--- config.mk ---
export PLATFORM = sky130hd
export DESIGN_NAME = cam_config_sequencer
export DESIGN_NICKNAME = d
export VERILOG_FILES = /design/src/rtl/cam_config_sequencer.sv
export SDC_FILE = /design/constraint.sdc
export NUM_CORES = 1
export LEC_CHECK = 0
export CAP_MARGIN = 10
export CORE_UTILIZATION = 40
export DETAILED_ROUTE_END_ITERATION = 6
export PLACE_DENSITY = 0.65
export SKIP_CTS_REPAIR_TIMING = 1
export SLEW_MARGIN = 20
export SYNTH_ARGS = -nofsm -noshare
export SYNTH_HDL_FRONTEND = slang
export SYNTH_SLANG_ARGS = --single-unit
export TNS_END_PERCENT = 1
--- constraint.sdc ---
create_clock -name clk -period 3.4 [get_ports clk]
set_clock_uncertainty 0.1 [all_clocks]
set_input_delay 0.34 -clock clk [delete_from_list [all_inputs] [get_ports clk]]
set_output_delay 0.34 -clock clk [all_outputs]
set_load 0.02 [all_outputs]
--- src/rtl/cam_config_sequencer.sv ---
// Camera power-up and register-table configuration sequencer.
// Sequences the power_down and reset pins, then walks a {reg,val} table and
// issues each entry as a write request to an SCCB master, retrying on NACK.
module cam_config_sequencer #(
  parameter logic [7:0]  DEV_ADDR    = 8'h42,
  parameter int unsigned ROM_AW      = 8,
  parameter int unsigned PWRUP_CYC   = 250_000,
  parameter int unsigned RST_CYC     = 25_000,
  parameter int unsigned POSTRST_CYC = 250_000,
  parameter int unsigned DELAY_CYC   = 250_000,
  parameter int unsigned MAX_RETRY   = 3
) (
  input  logic              clk,
  input  logic              rst_n,
  input  logic              start,
  output logic              cam_pwdn,
  output logic              cam_rst_n,
  output logic [ROM_AW-1:0] rom_addr,
  input  logic [15:0]       rom_data,
  output logic              req_valid,
  input  logic              req_ready,
  output logic [7:0]        req_dev,
  output logic [7:0]        req_reg,
  output logic [7:0]        req_val,
  input  logic              rsp_valid,
  input  logic              rsp_nack,
  output logic              busy,
  output logic              done,
  output logic              error,
  output logic [ROM_AW-1:0] err_idx
);

  localparam int unsigned MAX_A   = (PWRUP_CYC > RST_CYC) ? PWRUP_CYC : RST_CYC;
  localparam int unsigned MAX_B   = (POSTRST_CYC > DELAY_CYC) ? POSTRST_CYC : DELAY_CYC;
  localparam int unsigned MAX_CYC = (MAX_A > MAX_B) ? MAX_A : MAX_B;
  localparam int unsigned CW      = $clog2(MAX_CYC + 1);
  localparam int unsigned RW      = (MAX_RETRY > 0) ? $clog2(MAX_RETRY + 1) : 1;

  localparam logic [CW-1:0]     PWRUP_LAST   = CW'(PWRUP_CYC - 1);
  localparam logic [CW-1:0]     RST_LAST     = CW'(RST_CYC - 1);
  localparam logic [CW-1:0]     POSTRST_LAST = CW'(POSTRST_CYC - 1);
  localparam logic [CW-1:0]     DELAY_LAST   = CW'(DELAY_CYC - 1);
  localparam logic [RW-1:0]     RETRY_MAX    = RW'(MAX_RETRY);
  localparam logic [ROM_AW-1:0] LAST_ADDR    = '1;
  localparam logic [15:0]       END_WORD     = 16'hFFFF;
  localparam logic [15:0]       DELAY_WORD   = 16'hFFF0;

  typedef enum logic [3:0] {
    S_IDLE, S_PWRUP, S_RSTA, S_RSTW, S_FETCH, S_DECODE,
    S_ISSUE, S_WAITR, S_DLY, S_FIN, S_ERR
  } state_t;

  state_t          state, state_next;
  logic [CW-1:0]   cnt;
  logic [RW-1:0]   retry;
  logic            auto_start;
  logic            go;
  logic            at_last;
  logic            counting;

  assign go       = start | auto_start;
  assign at_last  = (rom_addr == LAST_ADDR);
  assign counting = (state == S_PWRUP) || (state == S_RSTA) ||
                    (state == S_RSTW)  || (state == S_DLY);

  // Auto-start: the first cycle after reset release behaves like a start pulse
  always_ff @(posedge clk or negedge rst_n) begin
    if (!rst_n) auto_start <= 1'b1;
    else        auto_start <= 1'b0;
  end

  // State register
  always_ff @(posedge clk or negedge rst_n) begin
    if (!rst_n) state <= S_IDLE;
    else        state <= state_next;
  end

  // Next-state selection
  always_comb begin
    state_next = state;
    case (state)
      S_IDLE, S_FIN, S_ERR: if (go) state_next = S_PWRUP;
      S_PWRUP:  if (cnt == PWRUP_LAST)   state_next = S_RSTA;
      S_RSTA:   if (cnt == RST_LAST)     state_next = S_RSTW;
      S_RSTW:   if (cnt == POSTRST_LAST) state_next = S_FETCH;
      S_FETCH:  state_next = S_DECODE;
      S_DECODE: begin
        if (rom_data == END_WORD)        state_next = S_FIN;
        else if (rom_data == DELAY_WORD) state_next = S_DLY;
        else                             state_next = S_ISSUE;
      end
      S_ISSUE:  if (req_ready) state_next = S_WAITR;
      S_WAITR: begin
        if (rsp_valid) begin
          if (!rsp_nack)               state_next = at_last ? S_FIN : S_FETCH;
          else if (retry == RETRY_MAX) state_next = S_ERR;
          else                         state_next = S_ISSUE;
        end
      end
      S_DLY:    if (cnt == DELAY_LAST) state_next = at_last ? S_FIN : S_FETCH;
      default:  state_next = S_IDLE;
    endcase
  end

  // Pin and status outputs decoded straight from state so reset clears them at once
  always_comb begin
    cam_pwdn  = 1'b0;
    cam_rst_n = 1'b1;
    req_valid = 1'b0;
    busy      = 1'b1;
    done      = 1'b0;
    error     = 1'b0;
    case (state)
      S_IDLE:  begin cam_pwdn = 1'b1; busy = 1'b0; end
      S_RSTA:  cam_rst_n = 1'b0;
      S_ISSUE: req_valid = 1'b1;
      S_FIN:   begin busy = 1'b0; done = 1'b1; end
      S_ERR:   begin busy = 1'b0; error = 1'b1; end
      default: ;
    endcase
  end

  // Wait counter: restarts at 0 on each state entry, only runs in timed states
  always_ff @(posedge clk or negedge rst_n) begin
    if (!rst_n)                              cnt <= '0;
    else if (counting && state_next == state) cnt <= cnt + 1'b1;
    else                                     cnt <= '0;
  end

  // Table pointer, retry count, request fields and failing index
  always_ff @(posedge clk or negedge rst_n) begin
    if (!rst_n) begin
      rom_addr <= '0;
      retry    <= '0;
      req_dev  <= '0;
      req_reg  <= '0;
      req_val  <= '0;
      err_idx  <= '0;
    end else begin
      case (state)
        S_IDLE, S_FIN, S_ERR: begin
          if (go) begin
            rom_addr <= '0;
            retry    <= '0;
          end
        end
        S_DECODE: begin
          if (rom_data != END_WORD && rom_data != DELAY_WORD) begin
            req_dev <= DEV_ADDR;
            req_reg <= rom_data[15:8];
            req_val <= rom_data[7:0];
          end
        end
        S_WAITR: begin
          if (rsp_valid) begin
            if (!rsp_nack) begin
              retry <= '0;
              // The last table slot finishes in place; the pointer never wraps
              if (!at_last) rom_addr <= rom_addr + 1'b1;
            end else if (retry == RETRY_MAX) begin
              err_idx <= rom_addr;
            end else begin
              retry <= retry + 1'b1;
            end
          end
        end
        S_DLY: begin
          if (cnt == DELAY_LAST && !at_last) rom_addr <= rom_addr + 1'b1;
        end
        default: ;
      endcase
    end
  end

endmodule
==> impl_metrics.yaml <==
outcome:
  status: "completed"
timing:
  setup_viol: 0
  slew_violations: 0
  worst_pin_slew_ns: 0.814
  fin_crit_ns: 2.88
  timing.fmax_mhz: 347
  max-slew-margin-rel: 0.456
  rsz0062_at_grt: "no"
  hold_ws_ns: 0.370
  fin_crit_sh: 0.846
  finalHoldViolations: 0
  setup_tns_ns: 0
drt:
  via_per_inst: 5.37
  dr.pass1.iters: 5
  drt_iter0_drc: 193
  drc: 0
  vias: 2585
  drt-total-wl_mm: 7.14
  ant_nets: 0
  wire_per_inst_um: 14.8
power:
  finalPower_mw: 1.54
  switching_share: 0.278
  powerDensity_nw_per_um2: 375
  peakVddDrop_v: 0.000212
  switchingPower_mw: 0.426
  pwr-share-seq: 0.500
  combPwrFrac: 0.138
  intPower_mw: 1.11
  leakagePower_nw: 1.60
  p_clk_frac: 0.362
yosys:
  synthArstFlopShare: 1.00
  synth_seq_cells: 58
  syn-mean-instance-area_um2: 10.4
  synth_cells: 312
  syn_area_um2: 3230
  synth_edf_count: 0
  ys_seq_area_frac: 0.449
  synth_cell_types: 60
  synthFlopType: "dfrtp_1"
  ys_warn_count: 0
worst_setup_path:
  crit_path_start_kind: "flop"
  crit_path_max_fanout: 7
  required_ns: 3.54
  r2r_cells: 7
  worstReg2RegStart: "cnt[4]"
  critPathLaunch: "cnt[4]"
  worstSetupPathType: "reg -> reg"
  worstPathArrival_ns: 3.02
  crit_end: "cnt[17]"
  worstReg2RegEnd: "cnt[17]"
  ff2ff_setup_slack_ns: 0.52
  end_kind: "flop"
final_layout:
  final_cell_mix: "60 x clkdlybuf4s50_1, 57 x dfrtp_1, 21 x nor2_1"
  largest_reg_flops: 18
  syn2layout_area_growth_pct: 26.6
  final_common_cell: "clkdlybuf4s50_1"
  top_register: "cnt"
  nets: 399
  antennaDiodeCount: 0
  drive_gt1_frac: 0.145
global_route:
  grt_pass1_wl_mm: 12.1
  overflow: 0
  grt_usage: 0.183
  grt_pass1_vias: 2512
  antenna_found_initial: 0
  grt_max_degree: 49
place:
  gpl.final_weighted_congestion: 0.764
  hpwl_mm: 5.12
  portBuffers: 61
die:
  die_w_um: 91.9
  row_count: 32
  core_um2: 7770
  die_y_um: 91.9
  initial_core_util: 0.416
  ios: 68
  dieArea_um2: 8440
clock_tree:
  htreeDepth: 3
  cts_root_buf: "clkbuf_8"
  cts_buffer_depth: 2
  cts_made_buffers: 9
  cts_tree: "done"
  clk_pin_slew_ns: 0.07
  clk_latency_ns: 0.33
  cts_sinks: 58
flow_run:
  cap_violations: 0
hold_path:
  hold_path.class: "reg -> reg"
worst max-delay path: stages (launching register included):
cell	delay, ns
dfrtp_1	0.45
or4_4	0.60
nor4_4	0.22
nand2_1	0.16
mux2i_1	0.27
nand4_1	0.42
buf_4	0.33
a211oi_1	0.23
worst min path at each step:
stage / startpoint / end / cells after the start / slack (ns)
2_1_floorplan: rst_n / cnt[0] / 0 / -0.06
3_3_place_gp: cnt[0] / cnt[0] / 1 / 0.35
3_5_place_dp: cnt[0] / cnt[0] / 1 / 0.36
4_1_cts: rst_n / retry[0] / 1 / 0.13
5_1_grt: cnt[0] / cnt[0] / 1 / 0.39
6_report: cnt[0] / cnt[0] / 1 / 0.37
cell usage after synthesis (2+ instances only):
| cell | n | area [µm²] |
|---|---|---|
| or4_1 | 6 | 45.0 |
| nand2b_1 | 4 | 25.0 |
| nor3_1 | 8 | 40.0 |
| nand3_1 | 10 | 50.1 |
| nor4_1 | 2 | 12.5 |
| clkbuf_1 | 8 | 30.0 |
| nand2_1 | 18 | 67.6 |
| a211oi_1 | 6 | 45.0 |
| a211oi_2 | 10 | 125 |
| ha_1 | 3 | 37.5 |
| dfrtp_1 | 57 | 1430 |
| xnor2_1 | 8 | 70.1 |
| o41ai_1 | 2 | 17.5 |
| nand4_1 | 19 | 119 |
| nor4bb_1 | 2 | 20.0 |
| buf_4 | 9 | 67.6 |
| inv_1 | 11 | 41.3 |
| o21bai_1 | 2 | 15.0 |
| mux2_2 | 10 | 113 |
| o21ai_1 | 2 | 10.0 |
| o31ai_1 | 7 | 52.6 |
| or4b_1 | 3 | 30.0 |
| nand4b_1 | 2 | 17.5 |
| o21ai_0 | 7 | 35.0 |
| nor2_1 | 21 | 78.8 |
| and2_1 | 2 | 12.5 |
| xor2_1 | 9 | 78.8 |
| or3_1 | 2 | 12.5 |
| buf_2 | 5 | 25.0 |
| inv_2 | 2 | 7.51 |
| mux2_1 | 14 | 158 |
| and3_1 | 3 | 18.8 |
| a21oi_1 | 10 | 50.1 |
| a31o_2 | 2 | 17.5 |
cell type report:
| type | instances | area, µm² |
|---|---|---|
| well taps | 102 | 128 |
| repair buffers | 69 | 671 |
| fillers | 742 | 3670 |
| flip-flops and latches | 58 | 1450 |
| clock inverters | 5 | 30.0 |
| clock buffers | 11 | 141 |
| inverters | 13 | 48.8 |
| multi-input cells | 223 | 1620 |
power by group through the flow:
stage / clock network, mW / registers, mW / logic, mW
floorplan: 0 / 0.784 / 0.117
global placement: 0 / 0.778 / 0.211
detailed placement: 0 / 0.778 / 0.214
CTS: 0.579 / 0.766 / 0.214
global route: 0.611 / 0.772 / 0.234
finish: 0.556 / 0.768 / 0.212
kinds of logic after synthesis:
group,after synthesis,share of synthesized area
simple gates,113,0.202
buf+inv,37,0.0557
other cells,1,0.00116
flops,58,0.449
compound gates,58,0.148
xor+xnor,17,0.0461
fa+ha+maj,3,0.0116
mux,25,0.0867
per-layer routing:
metal / part of all wire / up-vias / global-route usage
met2: 0.49 / 68 / 0.293
met1: 0.45 / 1245 / 0.237
met5: 0 / - / 0
li1: - / 1265 / -
met3: 0.049 / 7 / 0.0522
met4: 0.014 / 0 / 0.0612
through the flow:
stage	util	cells	instance area (µm²)	setup slack (ns)
2_1_floorplan	-	318	3250	0.823
3_3_place_gp	0.503	464	3910	0.536
3_5_place_dp	0.503	464	3910	0.403
4_1_cts	0.525	480	4080	0.518
5_1_grt	0.527	481	4090	0.319
6_report	0.527	481	4090	0.522
(Power assumes the default switching activity.)
